===== config.mk =====
export PLATFORM = sky130hd
export DESIGN_NAME = goldschmidt_div_seq
export DESIGN_NICKNAME = d
export VERILOG_FILES = /design/src/rtl/goldschmidt_pkg.sv /design/src/rtl/goldschmidt_ia_rom.sv /design/src/rtl/goldschmidt_div_seq.sv
export SDC_FILE = /design/constraint.sdc
export NUM_CORES = 1
export LEC_CHECK = 0
export ABC_AREA = 1
export CAP_MARGIN = 20
export CORE_MARGIN = 3
export CORE_UTILIZATION = 29
export CTS_CLUSTER_DIAMETER = 50
export DETAILED_ROUTE_END_ITERATION = 10
export PLACE_DENSITY = 0.49
export SETUP_SLACK_MARGIN = 0.4
export SYNTH_ARGS = -nofsm -noshare
export SYNTH_HDL_FRONTEND = slang
export SYNTH_SLANG_ARGS = --single-unit
export TNS_END_PERCENT = 100

===== constraint.sdc =====
create_clock -name clk -period 8.1 [get_ports clk]
set_clock_uncertainty 0.1 [all_clocks]
set_input_delay 1.62 -clock clk [delete_from_list [all_inputs] [get_ports clk]]
set_output_delay 1.62 -clock clk [all_outputs]
set_load 0.005 [all_outputs]

===== src/rtl/goldschmidt_pkg.sv =====
// Shared types and constant helpers for the sequenced Goldschmidt divider.
package goldschmidt_pkg;

  typedef logic [2:0] state_t;

  localparam state_t IDLE  = 3'd0;
  localparam state_t LOAD  = 3'd1;
  localparam state_t MUL_D = 3'd2;
  localparam state_t MUL_N = 3'd3;
  localparam state_t ROUND = 3'd4;
  localparam state_t DONE  = 3'd5;

  // Internal width: one integer bit of headroom plus guard fraction bits.
  function automatic int unsigned iw(input int unsigned width, input int unsigned guard);
    return width + guard + 1;
  endfunction

  // round(1 / (1 + (i+0.5)/2^lut_bits)) in Q2.(iw_bits-2), evaluated as an integer ratio.
  function automatic logic [63:0] ia_entry(input int unsigned i, input int unsigned lut_bits,
                                           input int unsigned iw_bits);
    logic [63:0] num;
    logic [63:0] den;
    num = 64'd1 << (iw_bits - 2 + lut_bits + 1);
    den = (64'd1 << (lut_bits + 1)) + 64'(2 * i + 1);
    return ((num << 1) + den) / (den << 1);
  endfunction

endpackage


===== src/rtl/goldschmidt_ia_rom.sv =====
// Initial-approximation ROM: divisor fraction MSBs -> reciprocal seed in Q2.(IW-2).
module goldschmidt_ia_rom
  import goldschmidt_pkg::*;
#(
  parameter int unsigned LUT_BITS = 4,
  parameter int unsigned IW       = 20
) (
  input  logic [LUT_BITS-1:0] addr,
  output logic [IW-1:0]       ia_c
);

  logic [IW-1:0] rom [2**LUT_BITS];

  for (genvar i = 0; i < 2**LUT_BITS; i++) begin : g_rom
    assign rom[i] = IW'(ia_entry(32'(i), LUT_BITS, IW));
  end

  assign ia_c = rom[addr];

endmodule


===== src/rtl/goldschmidt_div_seq.sv =====
// Self-sequenced Goldschmidt divider: Q = N / D on normalised Q1.(WIDTH-1) operands,
// one shared multiplier alternating between the D and N refinement steps.
module goldschmidt_div_seq
  import goldschmidt_pkg::*;
#(
  parameter int unsigned WIDTH    = 16,
  parameter int unsigned GUARD    = 3,
  parameter int unsigned ITER     = 4,
  parameter int unsigned LUT_BITS = 4
) (
  input  logic             clk,
  input  logic             reset,
  input  logic             start,
  input  logic [WIDTH-1:0] n_in,
  input  logic [WIDTH-1:0] d_in,
  output logic             ready,
  output logic             done,
  output logic [WIDTH-1:0] q,
  output logic             err
);

  localparam int unsigned IW    = iw(WIDTH, GUARD);
  localparam int unsigned CNT_W = $clog2(ITER + 1);
  localparam logic [IW-1:0] TWO = IW'(2) << (IW - 2);

  state_t          state_q;
  state_t          state_nxt;
  logic [IW-1:0]   n_q;
  logic [IW-1:0]   d_q;
  logic [IW-1:0]   k_q;
  logic [CNT_W-1:0] cnt_q;
  logic [IW-1:0]   ia_c;
  logic [IW-1:0]   mul_a_c;
  logic [2*IW-1:0] prod_c;
  logic [IW-1:0]   trunc_c;
  logic [IW-1:0]   two_minus_d_c;
  logic [WIDTH:0]  rnd_c;
  logic            sat_c;
  logic            accept_c;
  logic            last_pair_c;

  goldschmidt_ia_rom #(
    .LUT_BITS (LUT_BITS),
    .IW       (IW)
  ) u_ia_rom (
    .addr (d_in[WIDTH-2 -: LUT_BITS]),
    .ia_c (ia_c)
  );

  assign accept_c    = start && ((state_q == IDLE) || (state_q == DONE));
  assign last_pair_c = (cnt_q == CNT_W'(ITER));

  // Shared multiplier: D operand in MUL_D, N operand otherwise; product rescaled to Q2.(IW-2).
  assign mul_a_c       = (state_q == MUL_D) ? d_q : n_q;
  assign prod_c        = (2*IW)'(mul_a_c) * (2*IW)'(k_q);
  assign trunc_c       = IW'(prod_c >> (IW - 2));
  assign two_minus_d_c = TWO - d_q;

  // Round-half-up on the first dropped bit; carry-out or an integer part of 2 saturates.
  assign rnd_c = {1'b0, n_q[IW-2 -: WIDTH]} + (WIDTH+1)'(n_q[IW-2-WIDTH]);
  assign sat_c = n_q[IW-1] | rnd_c[WIDTH];

  always_ff @(posedge clk or posedge reset) begin
    if (reset) state_q <= IDLE;
    else       state_q <= state_nxt;
  end

  always_comb begin
    state_nxt = state_q;
    case (state_q)
      IDLE:    if (start) state_nxt = LOAD;
      LOAD:    state_nxt = d_q[IW-2] ? MUL_D : DONE;
      MUL_D:   state_nxt = MUL_N;
      MUL_N:   state_nxt = last_pair_c ? ROUND : MUL_D;
      ROUND:   state_nxt = DONE;
      DONE:    state_nxt = start ? LOAD : IDLE;
      default: state_nxt = IDLE;
    endcase
  end

  // Datapath registers; K switches from the ROM seed to 2-D after every N step.
  always_ff @(posedge clk or posedge reset) begin
    if (reset) begin
      n_q   <= '0;
      d_q   <= '0;
      k_q   <= '0;
      cnt_q <= '0;
    end else if (accept_c) begin
      n_q   <= {1'b0, n_in, {GUARD{1'b0}}};
      d_q   <= {1'b0, d_in, {GUARD{1'b0}}};
      k_q   <= ia_c;
      cnt_q <= '0;
    end else begin
      case (state_q)
        MUL_D: d_q <= trunc_c;
        MUL_N: begin
          n_q <= trunc_c;
          k_q <= two_minus_d_c;
          if (!last_pair_c) cnt_q <= cnt_q + CNT_W'(1);
        end
        default: ;
      endcase
    end
  end

  always_ff @(posedge clk or posedge reset) begin
    if (reset) begin
      ready <= 1'b1;
      done  <= 1'b0;
      q     <= '0;
      err   <= 1'b0;
    end else begin
      ready <= (state_nxt == IDLE) || (state_nxt == DONE);
      done  <= (state_nxt == DONE);
      if (state_q == ROUND) begin
        q   <= sat_c ? '1 : rnd_c[WIDTH-1:0];
        err <= 1'b0;
      end else if ((state_q == LOAD) && !d_q[IW-2]) begin
        q   <= '0;
        err <= 1'b1;
      end
    end
  end

endmodule


Yosys cells after proc, flatten, opt, wreduce, memory -nomap -nowiden
Memories as Yosys holds them, arrays and structs flattened.
Index checks and enable logic that the tools add are counted.
{"block": "totals", "mem_bits_ro": 320, "n_memories": 1, "input_bits": 35, "regBits": 85, "wordCells": 58}
{"name": "(no name shown)", "words": 16, "width": 20, "read_ports": 1, "rd_ports_with_merged_regs": 0, "write_ports": 0, "line": "goldschmidt_ia_rom.sv:18", "rtl": "assign ia_c = rom[addr];"}
{"block": "classes", "mux": 22, "n_bitwise": 2, "n_reduce_logical": 11, "order_cmp": 1, "n_mul": 1, "n_eq_ne": 8, "addsub": 3}
{"operator": "two-way mux 20 bit", "n": 9}
{"operator": "two-way mux 16 bit", "n": 3}
{"operator": "multiplier 20 x 20 -> 38 bit", "n": 1}
{"operator": "subtractor 20 bit, first input constant", "n": 1}
{"operator": "two-way mux 3 bit", "n": 6}
{"operator": "case mux 3 bit (6 select lines)", "n": 1}
{"operator": "adder 16 x 1 -> 17 bit", "n": 1}
{"operator": "equality test 3 bit, second input constant", "n": 4}
{"operator": "equality test 3 x 2 -> 1 bit, second input constant", "n": 2}
{"operator": "zero test 3 bit", "n": 2}
{"operator": "nonzero test 2 bit", "n": 3}
{"operator": "greater-or-equal comparator 5 bit, second input constant", "n": 1}
{"operator": "inverter 4 -> 5 bit", "n": 1}
{"operator": "adder 3 x 1 -> 3 bit, second input constant", "n": 1}
{"operator": "equality test 3 x 1 -> 1 bit, second input constant", "n": 1}
{"operator": "two-way mux 1 bit", "n": 3}
{"operator": "logical AND 1 bit", "n": 2}
{"operator": "logical OR 1 bit", "n": 2}
{"operator": "inequality test 2 bit, second input constant", "n": 1}
{"operator": "AND reduction 2 bit", "n": 1}
{"operator": "zero test 1 bit", "n": 1}
{"operator": "OR 1 bit", "n": 1}

Depth between registers and ports, before layout
{"block": "logic_depth", "ltp_word": 5, "depth_mapped": 36}

Hierarchy
A second synthesis with hierarchy kept.
{"block": "hier_totals", "hier_cells": 2346, "hier_area_um2": 18101.1}
{"module": "goldschmidt_div_seq", "cells_each": 2245, "seq_area_each_um2": 2128.3, "area_each_um2": 17534.3, "n_inst": 1}
{"module": "goldschmidt_ia_rom", "cells_each": 101, "seq_area_each_um2": 0.0, "area_each_um2": 566.8, "n_inst": 1}

Worst setup path after synthesis
OpenSTA, ideal clock, no wires.
{"block": "synth_path", "kind": "reg-to-reg", "start": "register state_q[0]", "end": "register n_q[11]", "period_less_slack_ns": 6.841, "arrival_time_ns": 6.612, "path_buffers": 3, "path_slack_ns": 1.259, "path_stages_with_launch": 31, "path_cell_list": "dfrtp_1 > inv_1 > nand3_4 > buf_2 > buf_2 > o21ai_0 > buf_2 > nor2_1 > fa_1 > fa_1 > inv_1 > fa_1 > inv_1 > fa_1 > inv_1 > fa_1 > inv_1 > fa_1 > inv_1 > fa_1 > inv_1 > ha_1 > a21o_1 > a31oi_1 > o21ai_0 > a21oi_1 > nand2_2 > nand2_2 > nand2_2 > o21ai_1 > o21bai_2"}
{"block": "synth_via", "elab_chain_len": 5, "word_cells_on_any_way": 11, "cone_classes": "mul (1); eq/ne (3); mux (3); reduce/logical (4)"}
{"element": "start, declared", "line": "goldschmidt_div_seq.sv:26", "rtl": "state_t state_q;"}
{"element": "start signal, assigned", "line": "goldschmidt_div_seq.sv:65", "rtl": "else state_q <= state_nxt;"}
{"element": "equality test 3 x 2 -> 1 bit", "line": "goldschmidt_div_seq.sv:54", "rtl": "assign mul_a_c = (state_q == MUL_D) ? d_q : n_q;"}
{"element": "two-way mux 20 bit", "line": "goldschmidt_div_seq.sv:54"}
{"element": "multiplier 20 x 20 -> 38 bit", "line": "goldschmidt_div_seq.sv:55", "rtl": "assign prod_c = (2*IW)'(mul_a_c) * (2*IW)'(k_q);"}
{"element": "two-way mux 20 bit", "line": "goldschmidt_div_seq.sv:94", "rtl": "case (state_q)"}
{"element": "two-way mux 20 bit", "line": "goldschmidt_div_seq.sv:88", "rtl": "end else if (accept_c) begin"}
{"element": "end signal, assigned", "line": "goldschmidt_div_seq.sv:89", "rtl": "n_q <= {1'b0, n_in, {GUARD{1'b0}}};"}
{"element": "end signal, assigned", "line": "goldschmidt_div_seq.sv:97", "rtl": "n_q <= trunc_c;"}
{"element": "end, declared", "line": "goldschmidt_div_seq.sv:28", "rtl": "logic [IW-1:0] n_q;"}
Several ways; a longest one is shown, not always the timed one. The select of a mux whose other input is x is not followed.
A chain may end at the register's enable or synchronous reset.

Final worst setup path
{"block": "layout_path", "start": "register state_q[1]", "end": "register d_q[9]"}
{"block": "layout_via", "elab_chain_len": 5, "word_cells_on_any_way": 10, "cone_classes": "mul (1); eq/ne (2); mux (3); reduce/logical (4)"}
{"element": "equality test 3 x 2 -> 1 bit", "line": "goldschmidt_div_seq.sv:54, goldschmidt_div_seq.sv:94"}
{"element": "two-way mux 20 bit", "line": "goldschmidt_div_seq.sv:54"}
{"element": "multiplier 20 x 20 -> 38 bit", "line": "goldschmidt_div_seq.sv:55"}
{"element": "two-way mux 20 bit", "line": "goldschmidt_div_seq.sv:94"}
{"element": "two-way mux 20 bit", "line": "goldschmidt_div_seq.sv:88"}
{"element": "end signal, assigned", "line": "goldschmidt_div_seq.sv:90", "rtl": "d_q <= {1'b0, d_in, {GUARD{1'b0}}};"}
{"element": "end signal, assigned", "line": "goldschmidt_div_seq.sv:95", "rtl": "MUL_D: d_q <= trunc_c;"}
{"element": "end, declared", "line": "goldschmidt_div_seq.sv:29", "rtl": "logic [IW-1:0] d_q;"}
Several ways; a longest one is shown, not always the timed one. The select of a mux whose other input is x is not followed.

==> key figures <==
Routing
  – DR WL/cell: around 20 µm
  – Via density: 4.85
  – DRC: 0
  – Via count: 15300
  – Routed WL: roughly 63 mm
  – First drt pass iteration count: 6
  – Initial drt markers: between 1000 and 1500
  – Met3 wire length: 3.59 mm
  – Top Layer Used: met5
  – WL met1: 28.1 mm
  – Detail Route Antenna Nets: 0
  – Met2 wire length: about 29 mm

Synthesis
  – Most frequent cell after synthesis: inv_1
  – Post-Syn Instances: about 2300
  – Post-synth ARST share: 100%
  – Share of the synthesized area in the top cell type: 35.5%
  – Mapped Nets: 2805
  – Yosys warns: 0
  – Post-synth top flop: dfrtp_1
  – Sequential fraction of the synthesis area: 11.9%
  – Post-Syn Area: 17900 µm²
  – Top cells by count, synth: inv_1, nand2_1, fa_1
  – Synthesis-stage register bit count: 85
  – Netlist cell types: 56
  – Post-synth EDFFs: 0
  – Dominant cells by area after synthesis: fa_1, dfrtp_1, inv_1
  – Synthesized area per cell: 7.78 µm²
  – Yosys top cell by area: fa_1

Setup path
  – Buf/Inv on CP: 8
  – Critical path's top delay family: adder cells
  – Critical path required time: 8.26 ns
  – Most used cell, CP: fa_1
  – Worst r2r path cells: 32
  – Crit path from: state_q[1]
  – Flop-to-flop setup slack: 0.57 ns
  – Worst setup path category: reg -> reg
  – Worst R2R End: d_q[9]
  – CP Depth: 32
  – Element type at the critical path start: register
  – Slowest stage delay, CP: about 0.56 ns
  – Slowest-stage cell, CP: fa_1
  – Critical path endpoint category: register
  – Reg2reg start: state_q[1]
  – Crit path max fanout: 11
  – Critical Path AT: 7.69 ns
  – Worst Setup EP: d_q[9]

Final layout
  – Synth-to-layout area growth: 12.4%
  – Fin util: around a third
  – Fin area: 20100 µm²
  – Diodes inserted: 0
  – Layout cells sized above 1: between 7 and 8%
  – NumNets Final: roughly 2900
  – Fill count: 6403

STA
  – Worst slew margin: ~36%
  – Minimum clock period: ~7.5 ns
  – Final slew viol count: 0
  – Final worst-path cycle share: between 90 and 100%
  – Final setup TNS: 0 ns
  – Number of hold violations in the final report: 0
  – Final setup vio count: 0
  – Actual slew at the worst max-slew pin: 0.953 ns
  – RSZ-0062 raised after global routing: yes
  – Final WS setup: 0.572 ns
  – FMAX: 133 MHz

Place
  – # port buffers: 53
  – Post-detail-place hpwl: approximately 53 mm
  – Placer congestion estimate: 0.918
  – Post-DP Area: 19700 µm²
  – DP Worst Slack: 0.385 ns

Floorplan
  – Die area: 64800 µm²
  – Cell Rows: 90
  – CORE AREA: 60700 µm²
  – Die height: 255 µm
  – I/O pin count: 54
  – Starting density of the core: slightly below 30%
  – Die W: 255 µm

Global routing
  – Initial antenna violation count: 2
  – Largest net degree at the start of global routing: 52
  – Vias in the first global route: 16300
  – First-pass GRT wire length: 97.9 mm
  – Total track usage: around a fifth
  – Total grt overflow: 0

Clock tree
  – Clock Sink Count: 85
  – Htree depth: 3
  – Worst skew pair latency: 0.35 ns
  – Root buf cell: clkbuf_16
  – CTS tree: done
  – Clock transition at path regs: approximately 0.070 ns
  – Max Root-Sink Buffers: 2
  – CTS Buf Count: 9

Hold path
  – HP Class: reg -> reg
  – Hold path depth: 2
  – Min-Delay Startpoint: n_q[19]

Run
  – Max-cap violation count: 0

Status
  – Status: complete, no violations
==> layout make-up <==
class,instances,area (µm²),area share (%)
Clock buffer,11,253,1.26
Clock inverter,5,41.3,0.205
Inverter,520,1960,9.72
Multi-Input combinational cell,1616,13600,67.4
Sequential cell,85,2130,10.6
Tap cell,782,978,4.86
Timing Repair Buffer,137,1210,5.99
==> registers in the layout, summed over array words and instances, names as in the netlist <==
register,flops
cnt_q,3
d_q,20
done,1
err,1
k_q,20
n_q,20
q,16
ready,1
state_q,3
==> stage by stage <==
stage                     hold WS (ns)  std cells
after CTS                        0.389       3151
after detailed placement         0.365       3134
final                            0.388       3156
after global placement           0.369       3134
after floorplan                  0.349       2302
after global routing             0.412       3156
==> kinds of logic after synthesis <==
group | count (synthesis) | synth area share [%]
adder cells (fa/ha/maj) | 468 | 46.0
buffers and inverters | 601 | 12.8
AO/OA/AOI/OAI | 251 | 8.40
flip-flops | 85 | 11.9
AND/OR/NAND/NOR | 883 | 20.2
XOR/XNOR | 14 | 0.685
==> layout by cell type, fill, tap and decap left out, types with 11 or more instances in the layout <==
cell type        count
a31oi_1             28
nor2_1             312
o21ai_2             13
nand4_1             22
nand2_2             11
a21oi_1             49
nand3_1             54
buf_4               79
o21ai_0             87
ha_1               150
nand2_1            437
dfrtp_1             84
nor3_1              11
o21ai_1             13
clkdlybuf4s50_1     53
inv_1              500
fa_1               318
==> what timing repair did <==
action	CTS	global route
endpoints found under the setup margin	1	38
buffers inserted	1	4
pin swaps	1	2
resized for setup	3	22
hold buffers	0	0
==> layer usage <==
layer  up-vias  track usage, %
li1       7080               -
met1      7675            27.7
met2       460            33.0
met3        80            2.44
met4         2            6.60
met5         -               0
==> how the worst min path moves through the flow <==
stage                    to  slack, ns
floorplan            d_q[0]       0.35
global placement     d_q[0]       0.37
detailed placement     q[1]       0.37
CTS                  d_q[0]       0.39
global route        n_q[19]       0.41
finish              n_q[19]       0.39
==> worst reg2reg max path: cells and delay by family, from the launching register on <==
| family | cells | cell delay (ns) |
|---|---|---|
| buf+inv | 8 | 1.07 |
| fa+ha+maj | 8 | 3.80 |
| compound gates | 7 | 1.00 |
| flops | 1 | 0.46 |
| simple gates | 9 | 1.01 |
Power is left out: the tool's default activity adds up to more than one toggle a clock period on the data nets, which glitch-free logic cannot reach.
